==> src/rtl/term_cmd_sched.sv <==
// term_cmd_sched: FIFO-buffered byte decoder that issues gap-spaced terminal command pulses.
// Define TERM_ANSI_ESC_EN to decode ESC [ 2 J and ESC [ H as clear-home.
module term_cmd_sched #(
    parameter int unsigned FIFO_DEPTH = 16,
    parameter int unsigned CMD_GAP    = 2000
) (
    input  logic                        i_clk,
    input  logic                        i_rst_n,
    input  logic [7:0]                  s_axis_tdata,
    input  logic                        s_axis_tvalid,
    output logic                        s_axis_tready,
    input  logic                        i_btn_clear,
    output logic                        o_putchar,
    output logic [7:0]                  o_char,
    output logic                        o_clearhome,
    output logic                        o_cr,
    output logic                        o_lf,
    output logic                        o_bs,
    output logic [$clog2(FIFO_DEPTH):0] o_level
);
    localparam int unsigned AW = $clog2(FIFO_DEPTH);
    localparam int unsigned CW = $clog2(CMD_GAP);
    localparam logic [CW-1:0] GAP_LOAD = CW'(CMD_GAP - 1);

`ifdef TERM_ANSI_ESC_EN
    typedef enum logic [2:0] {IDLE, GAP, ESC, CSI, CSI2} state_t;
`else
    typedef enum logic [0:0] {IDLE, GAP} state_t;
`endif
    typedef enum logic [2:0] {CMD_NONE, CMD_PUT, CMD_CLR, CMD_CR, CMD_LF, CMD_BS} cmd_t;

    state_t        state;
    state_t        next_parse;
    cmd_t          cmd;
    logic [CW-1:0] gap_cnt;
    logic          clr_pend;
    logic [7:0]    mem [FIFO_DEPTH];
    logic [AW:0]   wr_ptr;
    logic [AW:0]   rd_ptr;
    logic [7:0]    head;
    logic          full;
    logic          empty;
    logic          push;
    logic          pop;
    logic          serve;

    assign full          = (wr_ptr[AW] != rd_ptr[AW]) && (wr_ptr[AW-1:0] == rd_ptr[AW-1:0]);
    assign empty         = (wr_ptr == rd_ptr);
    assign s_axis_tready = !full;
    assign push          = s_axis_tvalid && s_axis_tready;
    assign head          = mem[rd_ptr[AW-1:0]];
    assign o_level       = wr_ptr - rd_ptr;
    assign serve         = clr_pend && (state != GAP);
    assign pop           = !serve && !empty && (state != GAP);

    function automatic cmd_t decode(input logic [7:0] b);
        cmd_t c;
        c = CMD_NONE;
        if (b >= 8'h20 && b <= 8'h7E) c = CMD_PUT;
        else begin
            case (b)
                8'h0D:   c = CMD_CR;
                8'h0A:   c = CMD_LF;
                8'h08:   c = CMD_BS;
                8'h0C:   c = CMD_CLR;
                default: c = CMD_NONE;
            endcase
        end
        return c;
    endfunction

    always_comb begin
        cmd        = CMD_NONE;
        next_parse = IDLE;
`ifdef TERM_ANSI_ESC_EN
        case (state)
            ESC: begin
                if (head == 8'h5B)      next_parse = CSI;
                else if (head == 8'h1B) next_parse = ESC;
                else                    cmd = decode(head);
            end
            CSI: begin
                if (head == 8'h32)                      next_parse = CSI2;
                else if (head >= 8'h30 && head <= 8'h3F) next_parse = CSI;
                else if (head == 8'h48)                 cmd = CMD_CLR;
            end
            CSI2: begin
                if (head == 8'h4A) cmd = CMD_CLR;
            end
            default: begin
                if (head == 8'h1B) next_parse = ESC;
                else               cmd = decode(head);
            end
        endcase
`else
        cmd = decode(head);
`endif
    end

    always_ff @(posedge i_clk) begin
        if (push) mem[wr_ptr[AW-1:0]] <= s_axis_tdata;
    end

    always_ff @(posedge i_clk or negedge i_rst_n) begin
        if (!i_rst_n) begin
            state       <= IDLE;
            gap_cnt     <= '0;
            clr_pend    <= 1'b0;
            wr_ptr      <= '0;
            rd_ptr      <= '0;
            o_putchar   <= 1'b0;
            o_char      <= '0;
            o_clearhome <= 1'b0;
            o_cr        <= 1'b0;
            o_lf        <= 1'b0;
            o_bs        <= 1'b0;
        end else begin
            o_putchar   <= 1'b0;
            o_clearhome <= 1'b0;
            o_cr        <= 1'b0;
            o_lf        <= 1'b0;
            o_bs        <= 1'b0;
            if (push) wr_ptr <= wr_ptr + (AW+1)'(1);
            if (i_btn_clear) clr_pend <= 1'b1;
            else if (serve)  clr_pend <= 1'b0;

            // Flush copies the pre-edge write pointer, so a same-cycle push survives.
            if (serve) begin
                rd_ptr      <= wr_ptr;
                o_clearhome <= 1'b1;
                state       <= GAP;
                gap_cnt     <= GAP_LOAD;
            end else if (state == GAP) begin
                // Leaving on 1 makes the next pulse land exactly CMD_GAP cycles later.
                if (gap_cnt <= CW'(1)) begin
                    gap_cnt <= '0;
                    state   <= IDLE;
                end else begin
                    gap_cnt <= gap_cnt - CW'(1);
                end
            end else if (pop) begin
                rd_ptr      <= rd_ptr + (AW+1)'(1);
                o_putchar   <= (cmd == CMD_PUT);
                o_clearhome <= (cmd == CMD_CLR);
                o_cr        <= (cmd == CMD_CR);
                o_lf        <= (cmd == CMD_LF);
                o_bs        <= (cmd == CMD_BS);
                if (cmd == CMD_PUT) o_char <= head;
                if (cmd != CMD_NONE) begin
                    state   <= GAP;
                    gap_cnt <= GAP_LOAD;
                end else begin
                    state <= next_parse;
                end
            end
        end
    end
endmodule

==> config.mk <==
export PLATFORM = sky130hd
export DESIGN_NAME = term_cmd_sched
export DESIGN_NICKNAME = d
export VERILOG_FILES = /design/src/rtl/term_cmd_sched.sv
export SDC_FILE = /design/constraint.sdc
export NUM_CORES = 1
export LEC_CHECK = 0
export ABC_AREA = 1
export BUFFER_PORTS_ARGS = -buffer_cell sky130_fd_sc_hd__buf_2
export CORE_ASPECT_RATIO = 1.4
export CORE_MARGIN = 8
export CORE_UTILIZATION = 56
export DETAILED_ROUTE_END_ITERATION = 10
export PLACE_DENSITY = 0.76
export SYNTH_ARGS = -nofsm -noshare
export SYNTH_HDL_FRONTEND = slang
export SYNTH_SLANG_ARGS = --single-unit
==> constraint.sdc <==
create_clock -name i_clk -period 2.7 [get_ports i_clk]
set_clock_uncertainty 0.15 [all_clocks]
set_input_delay 0.27 -clock i_clk [delete_from_list [all_inputs] [get_ports i_clk]]
set_output_delay 0.27 -clock i_clk [all_outputs]
set_load 0.02 [all_outputs]
==> results.py <==
metrics = {
    "critical_path": {
        "rr_startpoint": "rd_ptr[0]",
        "worstSetupPathType": "register to output pin",
        "crit_start": "rd_ptr[0]",
        "worstSetupStartpointType": "register",
        "worst_setup_path_end_kind": "output pin",
        "reg2reg_depth": 16,
        "reg2reg_to": "gap_cnt[6]",
        "worstSetupEndpoint": "o_level[4]",
        "r2r_slack_ns": 0.03,
        "path_max_fanout": 5,
        "critical_path_required_ns": 2.28,
        "worst_ep_arrival_time_ns": 2.27,
    },
    "global_routing": {
        "grt_pass1_vias": 5708,
        "grt_start_max_net_pins": 55,
        "grt_overflow": 0,
        "antenna_found_initial": 0,
        "grt_pass1_wl_um": 28780,
        "grt_usage_pct": 21.16,
    },
    "clock_network": {
        "cts_num_sinks": 164,
        "cts-root-buf": "clkbuf_16",
        "tritoncts": "done",
        "clkLatencyLatePin_ns": 0.44,
        "path_clk_slew_ns": 0.07,
        "cts_buffers": 17,
        "cts_htree_levels": 4,
        "cts_buffer_depth": 2,
    },
    "pwr": {
        "clkPwrFrac_pct": 35.9,
        "comb_power_share_pct": 15.6,
        "ir_drop_v": 0.0004185,
        "seq_power_share_pct": 48.5,
        "p_leak_nw": 4.301,
        "finalPower_mw": 6.306,
        "internal_power_mw": 4.468,
        "power.switching_mw": 1.838,
        "swShare_pct": 29.14,
        "powerDensity_nw_per_um2": 674.5,
    },
    "floorplan": {
        "dieArea_sq_um": 18020,
        "core_sq_um": 13780,
        "die_h_um": 155.7,
        "io_pins": 31,
        "fp.dieW_um": 115.8,
        "initial_utilization_pct": 56.61,
        "rows": 51,
    },
    "cells_and_area": {
        "utilization_pct": 67.83,
        "final_common_cell": "nand2_1",
        "area_growth_pct": 19.82,
        "insertedDiodeCount": 0,
        "drive_above_1_share_pct": 18.83,
        "fin_nets": 935,
        "finalNonFillerCells": 1109,
        "fillers": 1019,
        "final_cell_mix": "nand2_1, edfxtp_1, inv_1",
    },
    "detailed_routing": {
        "vias": 6028,
        "drc": 0,
        "vias_per_cell": 5.436,
        "totalWireLength_um": 20260,
        "ant_nets": 0,
        "wl_per_cell_um": 18.27,
        "dr.pass1.iters": 6,
        "drt_iter0_markers": 576,
    },
    "place": {
        "placedCellCount": 1055,
        "gp_congestion": 0.8544,
        "dpl.hpwl_um": 11620,
        "port_buffers": 30,
    },
    "synth": {
        "ys_ff_latch": 164,
        "yosysWarnings": 0,
        "avgSynthCellArea_sq_um": 9.401,
        "ys_seq_area_share_pct": 60.81,
        "synth_nets": 854,
        "synth_area_sq_um": 7802,
        "yosysTopAreaCellShare_pct": 49.26,
        "yosysTopAreaCell": "edfxtp_1",
        "synth_area_leaders": "edfxtp_1, nand2_1, dfrtp_1",
        "synth_cells": 830,
        "synthDistinctLibCells": 37,
    },
    "sta": {
        "period_needed_ns": 2.687,
        "max_slew_margin_pct": 43.01,
        "fmax_ghz": 0.3721,
        "worst_slew_pin_slew_ns": 0.8548,
        "finalCritPeriodShare_pct": 99.53,
        "setup_viol": 0,
        "slew_violations": 0,
        "finalHoldViolCount": 0,
        "rsz0062_at_grt": "yes",
    },
    "run": {
        "cap_violations": 0,
    },
    "hold_path": {
        "min_path_cells": 1,
        "hp-class": "input pin to register",
    },
    "run_status": {
        "status": "completed",
    },
}
layer usage:
layer / wire, um / track usage, %
met1: 7124 / 23.31
met2: 10810 / 37.42
met3: 1429 / 3.410
met4: 899 / 12.09
met5: 0 / 0
sequential cells by signal, indices dropped and copies added (netlist names), 5 cells and up:
register  cells
o_char        8
gap_cnt      11
mem         128
rd_ptr        5
wr_ptr        5
critical path, stage by stage (launching register included):
cell     delay [ns]
dfrtp_4        0.53
buf_6          0.16
buf_12         0.14
ha_4           0.16
fa_2           0.37
o21ai_2        0.17
xnor2_2        0.14
buf_4          0.17
power by group through the flow:
stage | Clock, mW | Sequential [mW] | Combinational [mW]
final | 2.26 | 3.06 | 0.985
after global routing | 2.38 | 3.07 | 1.07
after CTS | 2.28 | 3.05 | 0.891
after detailed placement | 0 | 3.10 | 0.877
after global placement | 0 | 3.10 | 0.867
after floorplan | 0 | 3.07 | 0.534
worst min path at each step:
stage,start,endpoint
final,s_axis_tdata[7],mem[10][7]
after global routing,s_axis_tdata[7],mem[0][7]
after CTS,s_axis_tdata[7],mem[10][7]
after detailed placement,i_rst_n,o_char[7]
after global placement,i_rst_n,o_char[7]
after floorplan,i_rst_n,clr_pend
area by class of cell:
cell class | instances | area (sq um) | area share [%]
multi-input combinational | 511 | 2542 | 27.19
clock inverter | 15 | 120.1 | 1.285
sequential | 164 | 4750 | 50.80
clock buffer | 17 | 425.4 | 4.550
tap | 185 | 231.5 | 2.476
timing repair inverter | 4 | 52.55 | 0.5621
timing repair buffer | 85 | 729.5 | 7.802
inverter | 128 | 498.0 | 5.327
cells by family (layout without fill, tap and decap cells):
| kind of cell | Yosys count | count (layout) | share of synthesized area (%) |
|---|---|---|---|
| buf+inv | 156 | 249 | 8.980 |
| simple gates | 436 | 437 | 23.27 |
| xor+xnor | 13 | 13 | 1.459 |
| compound gates | 49 | 49 | 3.464 |
| fa+ha+maj | 12 | 12 | 2.021 |
| flops | 164 | 164 | 60.81 |
synth_stat cells:
cell type / number
o2111ai_1: 1
buf_6: 10
nor2_8: 1
nand2_1: 264
o21a_1: 1
o21ai_0: 20
nor3_1: 2
inv_1: 124
nor4_1: 1
inv_2: 2
a21oi_1: 8
nand4_4: 1
o21bai_1: 1
dfrtp_1: 36
nor2_2: 4
edfxtp_1: 128
buf_4: 6
a211oi_1: 1
ha_1: 11
inv_6: 1
nand3b_1: 1
nand4_1: 3
nand3_1: 83
a21oi_2: 1
a21boi_0: 1
inv_4: 1
nor2_1: 70
buf_2: 8
nand2_2: 6
a31oi_1: 1
o211ai_1: 1
xor2_1: 9
o21ai_1: 12
fa_1: 1
xnor2_1: 4
o221ai_1: 1
clkbuf_1: 4
metrics by stage:
stage	setup TNS [ns]	area, sq um	worst slack [ns]	hold slack [ns]
4_1_cts	0	8906	0.01045	0.08600
6_report	0	9349	0.01266	0.1007
3_3_place_gp	0	8298	0.1131	0.2564
5_1_grt	-0.7575	9349	-0.06465	0.09461
3_5_place_dp	0	8298	0.08303	0.2576
2_1_floorplan	0	7805	0.02165	-0.1756
repair_timing:
item | in CTS | in global routing
cloned | 1 | 9
buffers inserted | 0 | 9
setup endpoints to repair | 1 | 18
hold endpoints to repair | 38 | 0
hold buffers | 3 | 0
gates resized for setup | 1 | 65
pin swaps | 0 | 17
Note: power is estimated with default switching activity, not from simulation.
